$ cat config.mk
export PLATFORM = sky130hd
export DESIGN_NAME = fir_delay_ctrl
export DESIGN_NICKNAME = d
export VERILOG_FILES = /design/src/rtl/fir_pkg.sv /design/src/rtl/fir_delay_ctrl.sv
export SDC_FILE = /design/constraint.sdc
export NUM_CORES = 1
export LEC_CHECK = 0
export CORE_MARGIN = 2
export CORE_UTILIZATION = 43
export CTS_CLUSTER_DIAMETER = 100
export DETAILED_ROUTE_END_ITERATION = 12
export PLACE_DENSITY_LB_ADDON = 0.08
export SLEW_MARGIN = 25
export SYNTH_ARGS = -nofsm -noshare
export SYNTH_HDL_FRONTEND = slang
export SYNTH_SLANG_ARGS = --single-unit
$ cat constraint.sdc
create_clock -name iClk -period 3.8 [get_ports iClk]
set_clock_uncertainty 0.1 [all_clocks]
set_input_delay 0.95 -clock iClk [delete_from_list [all_inputs] [get_ports iClk]]
set_output_delay 0.95 -clock iClk [all_outputs]
set_load 0.02 [all_outputs]
$ cat src/rtl/fir_pkg.sv
// Shared definitions for the FIR datapath: controller state encodings and
// the ceil-log2 helper also used by the SRAM model for its address width.
package fir_pkg;

   localparam logic [2:0] ST_CLEAR = 3'd0;
   localparam logic [2:0] ST_IDLE  = 3'd1;
   localparam logic [2:0] ST_WRITE = 3'd2;
   localparam logic [2:0] ST_READ  = 3'd3;
   localparam logic [2:0] ST_DRAIN = 3'd4;

   function automatic int fir_clog2(input int n);
      int r;
      r = 0;
      for (int i = 0; i < 31; i++) begin
         if ((1 << i) < n) begin
            r = i + 1;
         end
      end
      return r;
   endfunction

endpackage

$ cat src/rtl/fir_delay_ctrl.sv
// Circular delay-line controller: writes each accepted sample into the SRAM ring,
// then streams the whole line back newest-to-oldest as indexed taps.
module fir_delay_ctrl
   import fir_pkg::*;
#(
   parameter int  SRAM_DEPTH = 10,
   parameter int  DATA_WIDTH = 16,
   localparam int ADDR_WIDTH = fir_clog2(SRAM_DEPTH)
) (
   input  logic                  iClk,
   input  logic                  iRst,
   input  logic                  iInValid,
   input  logic [DATA_WIDTH-1:0] iInDt,
   output logic                  oInReady,
   input  logic                  iClr,
   output logic                  oCsn,
   output logic                  oWrn,
   output logic [ADDR_WIDTH-1:0] oAddr,
   output logic [DATA_WIDTH-1:0] oWrDt,
   input  logic [DATA_WIDTH-1:0] iRdDt,
   output logic                  oTapValid,
   output logic [DATA_WIDTH-1:0] oTapDt,
   output logic [ADDR_WIDTH-1:0] oTapIdx,
   output logic                  oTapLast,
   output logic                  oBusy
);

   localparam logic [ADDR_WIDTH-1:0] LAST_IDX  = ADDR_WIDTH'(SRAM_DEPTH - 1);
   // Truncation is harmless: the true result is below SRAM_DEPTH <= 2^ADDR_WIDTH.
   localparam logic [ADDR_WIDTH-1:0] DEPTH_MOD = ADDR_WIDTH'(SRAM_DEPTH);
   localparam logic [ADDR_WIDTH-1:0] ADDR_ZERO = {ADDR_WIDTH{1'b0}};
   localparam logic [ADDR_WIDTH-1:0] ADDR_ONE  = ADDR_WIDTH'(1);
   localparam logic [DATA_WIDTH-1:0] DATA_ZERO = {DATA_WIDTH{1'b0}};

   logic [2:0]            state_q, state_d;
   logic [ADDR_WIDTH-1:0] cnt_q, cnt_d;
   logic [ADDR_WIDTH-1:0] wr_ptr_q, wr_ptr_d;
   logic [DATA_WIDTH-1:0] sample_q, sample_d;
   logic                  tap_valid_q, tap_last_q;
   logic [ADDR_WIDTH-1:0] tap_idx_q;

   logic                  cnt_last_s;
   logic [ADDR_WIDTH-1:0] rd_addr_s;
   logic                  csn_s, wrn_s;
   logic [ADDR_WIDTH-1:0] addr_s;
   logic [DATA_WIDTH-1:0] wrdt_s;

   assign cnt_last_s = (cnt_q == LAST_IDX);

   always_comb begin
      if (cnt_q > wr_ptr_q) begin
         rd_addr_s = wr_ptr_q + DEPTH_MOD - cnt_q;
      end else begin
         rd_addr_s = wr_ptr_q - cnt_q;
      end
   end

   always_comb begin
      state_d  = state_q;
      cnt_d    = cnt_q;
      wr_ptr_d = wr_ptr_q;
      sample_d = sample_q;
      case (state_q)
         ST_CLEAR: begin
            if (cnt_last_s) begin
               state_d = ST_IDLE;
               cnt_d   = ADDR_ZERO;
            end else begin
               cnt_d   = cnt_q + ADDR_ONE;
            end
         end
         ST_IDLE: begin
            if (iInValid) begin
               sample_d = iInDt;
               state_d  = ST_WRITE;
               cnt_d    = ADDR_ZERO;
            end else if (iClr) begin
               state_d  = ST_CLEAR;
               cnt_d    = ADDR_ZERO;
            end else begin
               state_d  = ST_IDLE;
            end
         end
         ST_WRITE: begin
            state_d = ST_READ;
            cnt_d   = ADDR_ZERO;
         end
         ST_READ: begin
            if (cnt_last_s) begin
               state_d = ST_DRAIN;
               cnt_d   = ADDR_ZERO;
            end else begin
               cnt_d   = cnt_q + ADDR_ONE;
            end
         end
         ST_DRAIN: begin
            state_d  = ST_IDLE;
            wr_ptr_d = (wr_ptr_q == LAST_IDX) ? ADDR_ZERO : wr_ptr_q + ADDR_ONE;
         end
         default: begin
            state_d = ST_CLEAR;
            cnt_d   = ADDR_ZERO;
         end
      endcase
   end

   always_comb begin
      csn_s  = 1'b1;
      wrn_s  = 1'b1;
      addr_s = ADDR_ZERO;
      wrdt_s = DATA_ZERO;
      case (state_q)
         ST_CLEAR: begin
            csn_s  = 1'b0;
            wrn_s  = 1'b0;
            addr_s = cnt_q;
         end
         ST_WRITE: begin
            csn_s  = 1'b0;
            wrn_s  = 1'b0;
            addr_s = wr_ptr_q;
            wrdt_s = sample_q;
         end
         ST_READ: begin
            csn_s  = 1'b0;
            addr_s = rd_addr_s;
         end
         default: begin
            csn_s  = 1'b1;
         end
      endcase
   end

   always_ff @(posedge iClk) begin
      if (iRst) begin
         state_q     <= ST_CLEAR;
         cnt_q       <= ADDR_ZERO;
         wr_ptr_q    <= ADDR_ZERO;
         sample_q    <= DATA_ZERO;
         tap_valid_q <= 1'b0;
         tap_idx_q   <= ADDR_ZERO;
         tap_last_q  <= 1'b0;
      end else begin
         state_q     <= state_d;
         cnt_q       <= cnt_d;
         wr_ptr_q    <= wr_ptr_d;
         sample_q    <= sample_d;
         tap_valid_q <= (state_q == ST_READ);
         tap_idx_q   <= (state_q == ST_READ) ? cnt_q : ADDR_ZERO;
         tap_last_q  <= (state_q == ST_READ) && cnt_last_s;
      end
   end

   // Reset overrides every output combinationally so it takes effect in the same cycle.
   assign oCsn      = iRst | csn_s;
   assign oWrn      = iRst | wrn_s;
   assign oAddr     = iRst ? ADDR_ZERO : addr_s;
   assign oWrDt     = iRst ? DATA_ZERO : wrdt_s;
   assign oInReady  = ~iRst & (state_q == ST_IDLE);
   assign oBusy     = iRst | (state_q != ST_IDLE);
   assign oTapValid = ~iRst & tap_valid_q;
   assign oTapDt    = oTapValid ? iRdDt : DATA_ZERO;
   assign oTapIdx   = iRst ? ADDR_ZERO : tap_idx_q;
   assign oTapLast  = ~iRst & tap_last_q;

endmodule

* After elaboration in Yosys (flattened, before gate mapping)
Index checks and enable logic that the tools add are counted.
** Cells by class
- Add/sub/neg operators :: 5
- Magnitude comparators :: 1
- Eq/ne operators :: 10
- Multiplexer cells :: 19
- Bitwise operators :: 9
- Reduce and logical (&&, ||, !) cells :: 9
** Operator list (count)
- $mux W16 :: 3
- $mux W4 :: 7
- $pmux W4 S3 :: 2
- $pmux W3 S5 :: 1
- $add A4 B1 Y4 const B :: 2
- $eq A4 B4 Y1 const B :: 2
- $sub A4 B4 Y4 :: 2
- $eq A3 B2 Y1 const B :: 2
- $mux W3 :: 2
- $reduce_and A2 Y1 :: 3
- $reduce_or A2 Y1 :: 3
- $add A4 B4 Y4 const B :: 1
- $gt A4 B4 Y1 :: 1
- $ne A2 B2 Y1 const B :: 2
- $and A1 B1 Y1 :: 3
- $eq A3 B1 Y1 const B :: 1
- $eq A3 B3 Y1 const B :: 1
- $logic_not A3 Y1 :: 1
- $mux W1 :: 3
- $ne A3 B1 Y1 const B :: 1
- $ne A3 B3 Y1 const B :: 1
- $not A1 Y1 :: 3
- $or A1 B1 Y1 :: 3
- $reduce_or A3 Y1 :: 1
- other kinds (2) :: 2
** Word-level totals
- Register bits :: 33
- Input bits :: 36
- Output and inout port bits :: 46
- Word-level logic and storage cells :: 60

* Longest topological paths before layout
Gate-level depths: netlist (run 1).
- Word-level depth :: 5
- Depth in mapped cells :: 11
- Depth with buffers taken out :: 10

* Worst setup path after synthesis (run 1)
OpenSTA, ideal clock, no wires.
- Path type :: flip-flop to output port
- Start :: register cnt_q[1]
- End :: output port oAddr[2]
- Arrival :: 2305 ps
- Data required time :: 2750 ps
- Path slack :: 445 ps
- Cell stages (with the launch flop) :: 12
- Path buffers :: 1
- Path through :: dfxtp_1 > clkbuf_1 > inv_1 > ha_1 > inv_1 > ha_1 > inv_1 > fa_1 > nor2b_1 > a31oi_1 > a31oi_1 > nor2_1
** On the way
- Longest elaborated chain between the ends :: 4
- Elaborated cells on any way between the ends :: 6
- Those cells by class :: add/sub: 2; order compare: 1; mux: 3
** Ends and longest elaborated chain
- start: declaration :: line fir_delay_ctrl.sv:36 : logic [ADDR_WIDTH-1:0] cnt_q, cnt_d;
- start signal: assignment :: line fir_delay_ctrl.sv:145 : cnt_q <= cnt_d;
- $sub A4 B4 Y4, or another cell as far along :: line fir_delay_ctrl.sv:54 : rd_addr_s = wr_ptr_q - cnt_q;
- $mux W4 * :: line fir_delay_ctrl.sv:51 : if (cnt_q > wr_ptr_q) begin
- $pmux W4 S3 * :: line fir_delay_ctrl.sv:112 : case (state_q)
- $mux W4 * :: line fir_delay_ctrl.sv:157 : assign oAddr = iRst ? ADDR_ZERO : addr_s;
- end: declaration :: line fir_delay_ctrl.sv:18 : output logic [ADDR_WIDTH-1:0] oAddr,
Every way passes the cells marked *; elsewhere a longest branch is shown, timed or not.

* Worst setup path after layout (run 1)
- Start :: input port iRst
- End :: output port oWrDt[7]
** On the way
- Longest elaborated chain between the ends :: 1
** Ends and longest elaborated chain
- start: declaration :: line fir_delay_ctrl.sv:11 : input logic iRst,
- $mux W16 :: line fir_delay_ctrl.sv:158 : assign oWrDt = iRst ? DATA_ZERO : wrdt_s;
- end: declaration :: line fir_delay_ctrl.sv:19 : output logic [DATA_WIDTH-1:0] oWrDt,
Every way passes these cells.

==> summary.md, run 1 <==
| Metric | Value |
|---|---|
| Post-detailed-placement half-perimeter wirelength | `3690 µm` |
| Post-layout util | `0.6826` |
| Vias in the first global route | `roughly 1700` |
| Top cell type by total area after synthesis | `dfxtp_1` |
| Sum Neg Setup Slack | `0 ns` |
| Root buffer cell | `clkbuf_8` |
| # diodes | `0` |
| Avg WL per Cell | `12.38 µm` |
| Vias | `1955` |
| Num rows | `24` |
| Layout cells sized above 1 | `0.08631` |
| Power Dens Cells | `235.6 nW/µm²` |
| Worst-Margin Slew | `approximately 0.56 ns` |
| Die X | `71.68 µm` |
| RePlAce Congestion | `~0.76` |
| GRT Residual Overflow | `0` |
| Post-cts hold buffer count | `0` |
| Starting Density | `0.4492` |
| Ys flop type | `dfxtp_1` |
| WS Path Type | `in -> out` |
| RSZ-0062 raised after global routing | `false` |
| # DRC | `0` |
| Mapped Cells | `251` |
| Fin. max-slew vios | `0` |
| Setup slack, reg-to-reg | `2.03 ns` |
| CP Launch Type | `input port` |
| Fraction of registers with async set/reset | `0` |
| Core footprint | `4384 µm²` |
| Layout Cells excl Fill | `just under 400` |
| Final Cycle Share | `0.9787` |
| Reg area | `661.9 µm²` |
| Synthesized Nets | `296` |
| Post-Layout Inst Area | `2993 µm²` |
| Critical Path RT | `2.75 ns` |
| VDD IR max | `239.8 µV` |
| Multi-input gate area | `1175 µm²` |
| FF-to-FF Start | `state_q[1]` |
| DRT antenna net count | `0` |
| Clk buf depth | `2` |
| Crit. Startpoint | `iRst` |
| Period minus WS final | `3.719 ns` |
| YS warnings | `0` |
| CP arrival | `2.67 ns` |
| Die area | `5137 µm²` |
| Post-synthesis sequential element count | `33` |
| # setup viols final | `0` |
| Vias per cell | `5.039` |
| CTS Sinks | `33` |
| Worst-Skew Late Latency | `a little under 0.3 ns` |
| Final WL | `4802 µm` |
| R2r worst-path depth | `5` |
| Post-synth top cells | `nand2_1, and2_1, dfxtp_1` |
| Initial antenna violation count | `0` |
| Pleak | `roughly 0.0014 µW` |
| Synth cell types | `44` |
| TritonCTS clock tree | `yes` |
| Largest net degree at the start of global routing | `22` |
| Placed Instance Area | `between 2000 and 3000 µm²` |
| Layout net count | `380` |
| Fmax achieved | `268.9 MHz` |
| All-Layer GR Usage | `0.1888` |
| Synthesized area | `between 1500 and 2000 µm²` |
| Critical path peak fanout | `16` |
| Placed cell count | `379` |
| CTS Buf Count | `5` |
| Hold WS | `between 0.3 and 0.4 ns` |
| Average size of a mapped cell | `7.846 µm²` |
| First-pass GRT wire length | `7755 µm` |
| H-tree depth | `2` |
| Layout filler cell count | `384` |
| IO Pins | `82` |
| R2R Path End | `tap_last_q` |
| Hold Crit Class | `reg -> reg` |
| Share of the synthesized area in the top cell type | `0.3355` |
| DR pass1 iterations | `5` |
| Worst rel slew slack | `0.6251` |
| Leading post-synthesis cells by cell area | `dfxtp_1, and2_1, nand2_1` |
| Sequential area share after synthesis | `0.3355` |
| Fin. Hold Viols | `0` |
| P&R area growth vs syn | `51.97%` |
| Run status | `finished, final reports clean` |
| Initial drt markers | `66` |
| Element type at the critical path end | `primary output` |
| Port buffer count | `81` |
| Count leader, synth | `nand2_1` |
| Clock transition at path regs | `0.06 ns` |
| Floorplan die height | `~70 µm` |
| Crit path to | `oWrDt[7]` |
| Max Cap Violations | `0` |
| Number of synthesized flops with an enable pin | `0` |
cell families (layout without fill, tap and decap cells):
group,Yosys count,after routing,share of synthesized area
AND/OR/NAND/NOR,121,121,0.3355
AO/OA/AOI/OAI,46,46,0.1417
flip-flops,33,33,0.3354
buffers and inverters,32,117,0.07115
adder cells (fa/ha/maj),9,9,0.06862
XOR/XNOR,5,5,0.02224
multiplexers,5,5,0.02541
timing repair:
item                       CTS  global route
resized for setup            4            16
setup endpoints to repair    3            17
buffers inserted             0             1
cell usage in the layout (no fill, tap or decap), types with 5 or more instances in the layout:
cell	count
nor2b_1	11
dfxtp_1	32
clkbuf_8	5
or3_1	6
nor3_1	9
nand2_1	36
and2_1	33
clkdlybuf4s50_1	62
o21ai_0	6
inv_1	14
a21oi_1	25
buf_4	14
ha_1	6
nor2_1	11
mux2i_1	5
dlymetal6s2s_1	16
layout make-up:
type                    count  area share
multi-input cells         186      0.3926
clock buffers               5     0.02299
inverters                  14     0.01756
flip-flops and latches     33      0.2212
repair buffers             95      0.3181
well taps                  52     0.02174
clock inverters             3    0.005853
registers in the layout, summed over array words and instances, names as in the netlist:
name         count
state_q          3
sample_q        16
tap_idx_q        4
wr_ptr_q         4
cnt_q            4
tap_last_q       1
tap_valid_q      1
per-layer routing:
metal  vias up  track usage  routed length, µm
met2        68       0.2994               2187
li1       1002            -                  -
met1       878       0.2445               2109
met3         7      0.06751                456
met5         -            0                  0
met4         0      0.05031                 48
report_power, final:
part	switching [µW]	leakage, µW	internal [µW]
logic	41.4	0.00108	60.2
clock network	127	0.0000439	126
registers	1.86	0.000267	348
worst min path at each step:
| stage | from | end | slack (ns) | cells after the start |
|---|---|---|---|---|
| floorplan | sample_q[0] | sample_q[0] | 0.33 | 2 |
| global placement | sample_q[6] | sample_q[6] | 0.34 | 2 |
| detailed placement | sample_q[9] | sample_q[9] | 0.34 | 2 |
| CTS | sample_q[9] | sample_q[9] | 0.35 | 2 |
| global route | sample_q[6] | sample_q[6] | 0.37 | 2 |
| finish | sample_q[8] | sample_q[8] | 0.35 | 2 |
through the flow:
step	setup WS [ns]	total power, µW
2_1_floorplan	0.4447	404.7
3_3_place_gp	0.01567	459.1
3_5_place_dp	0.01692	459.9
4_1_cts	0.05512	715.1
5_1_grt	0.001197	739.6
6_report	0.08091	705.2
worst max-delay path, cell delays in order:
cell and delay [ns]:
clkdlybuf4s50_1 0.43, buf_4 0.20, nor4_2 0.13, buf_4 0.22, and2_1 0.13, clkdlybuf4s50_1 0.60
Power figures use the tool's default switching activity.
==> inputs of run 2 (changes only) <==
HOLD_SLACK_MARGIN = 0.03   (was default)
SLEW_MARGIN = default   (was 25)
==> results of run 2 <==
Same layout as run 1: the final DEF is identical, and so are final timing and power.
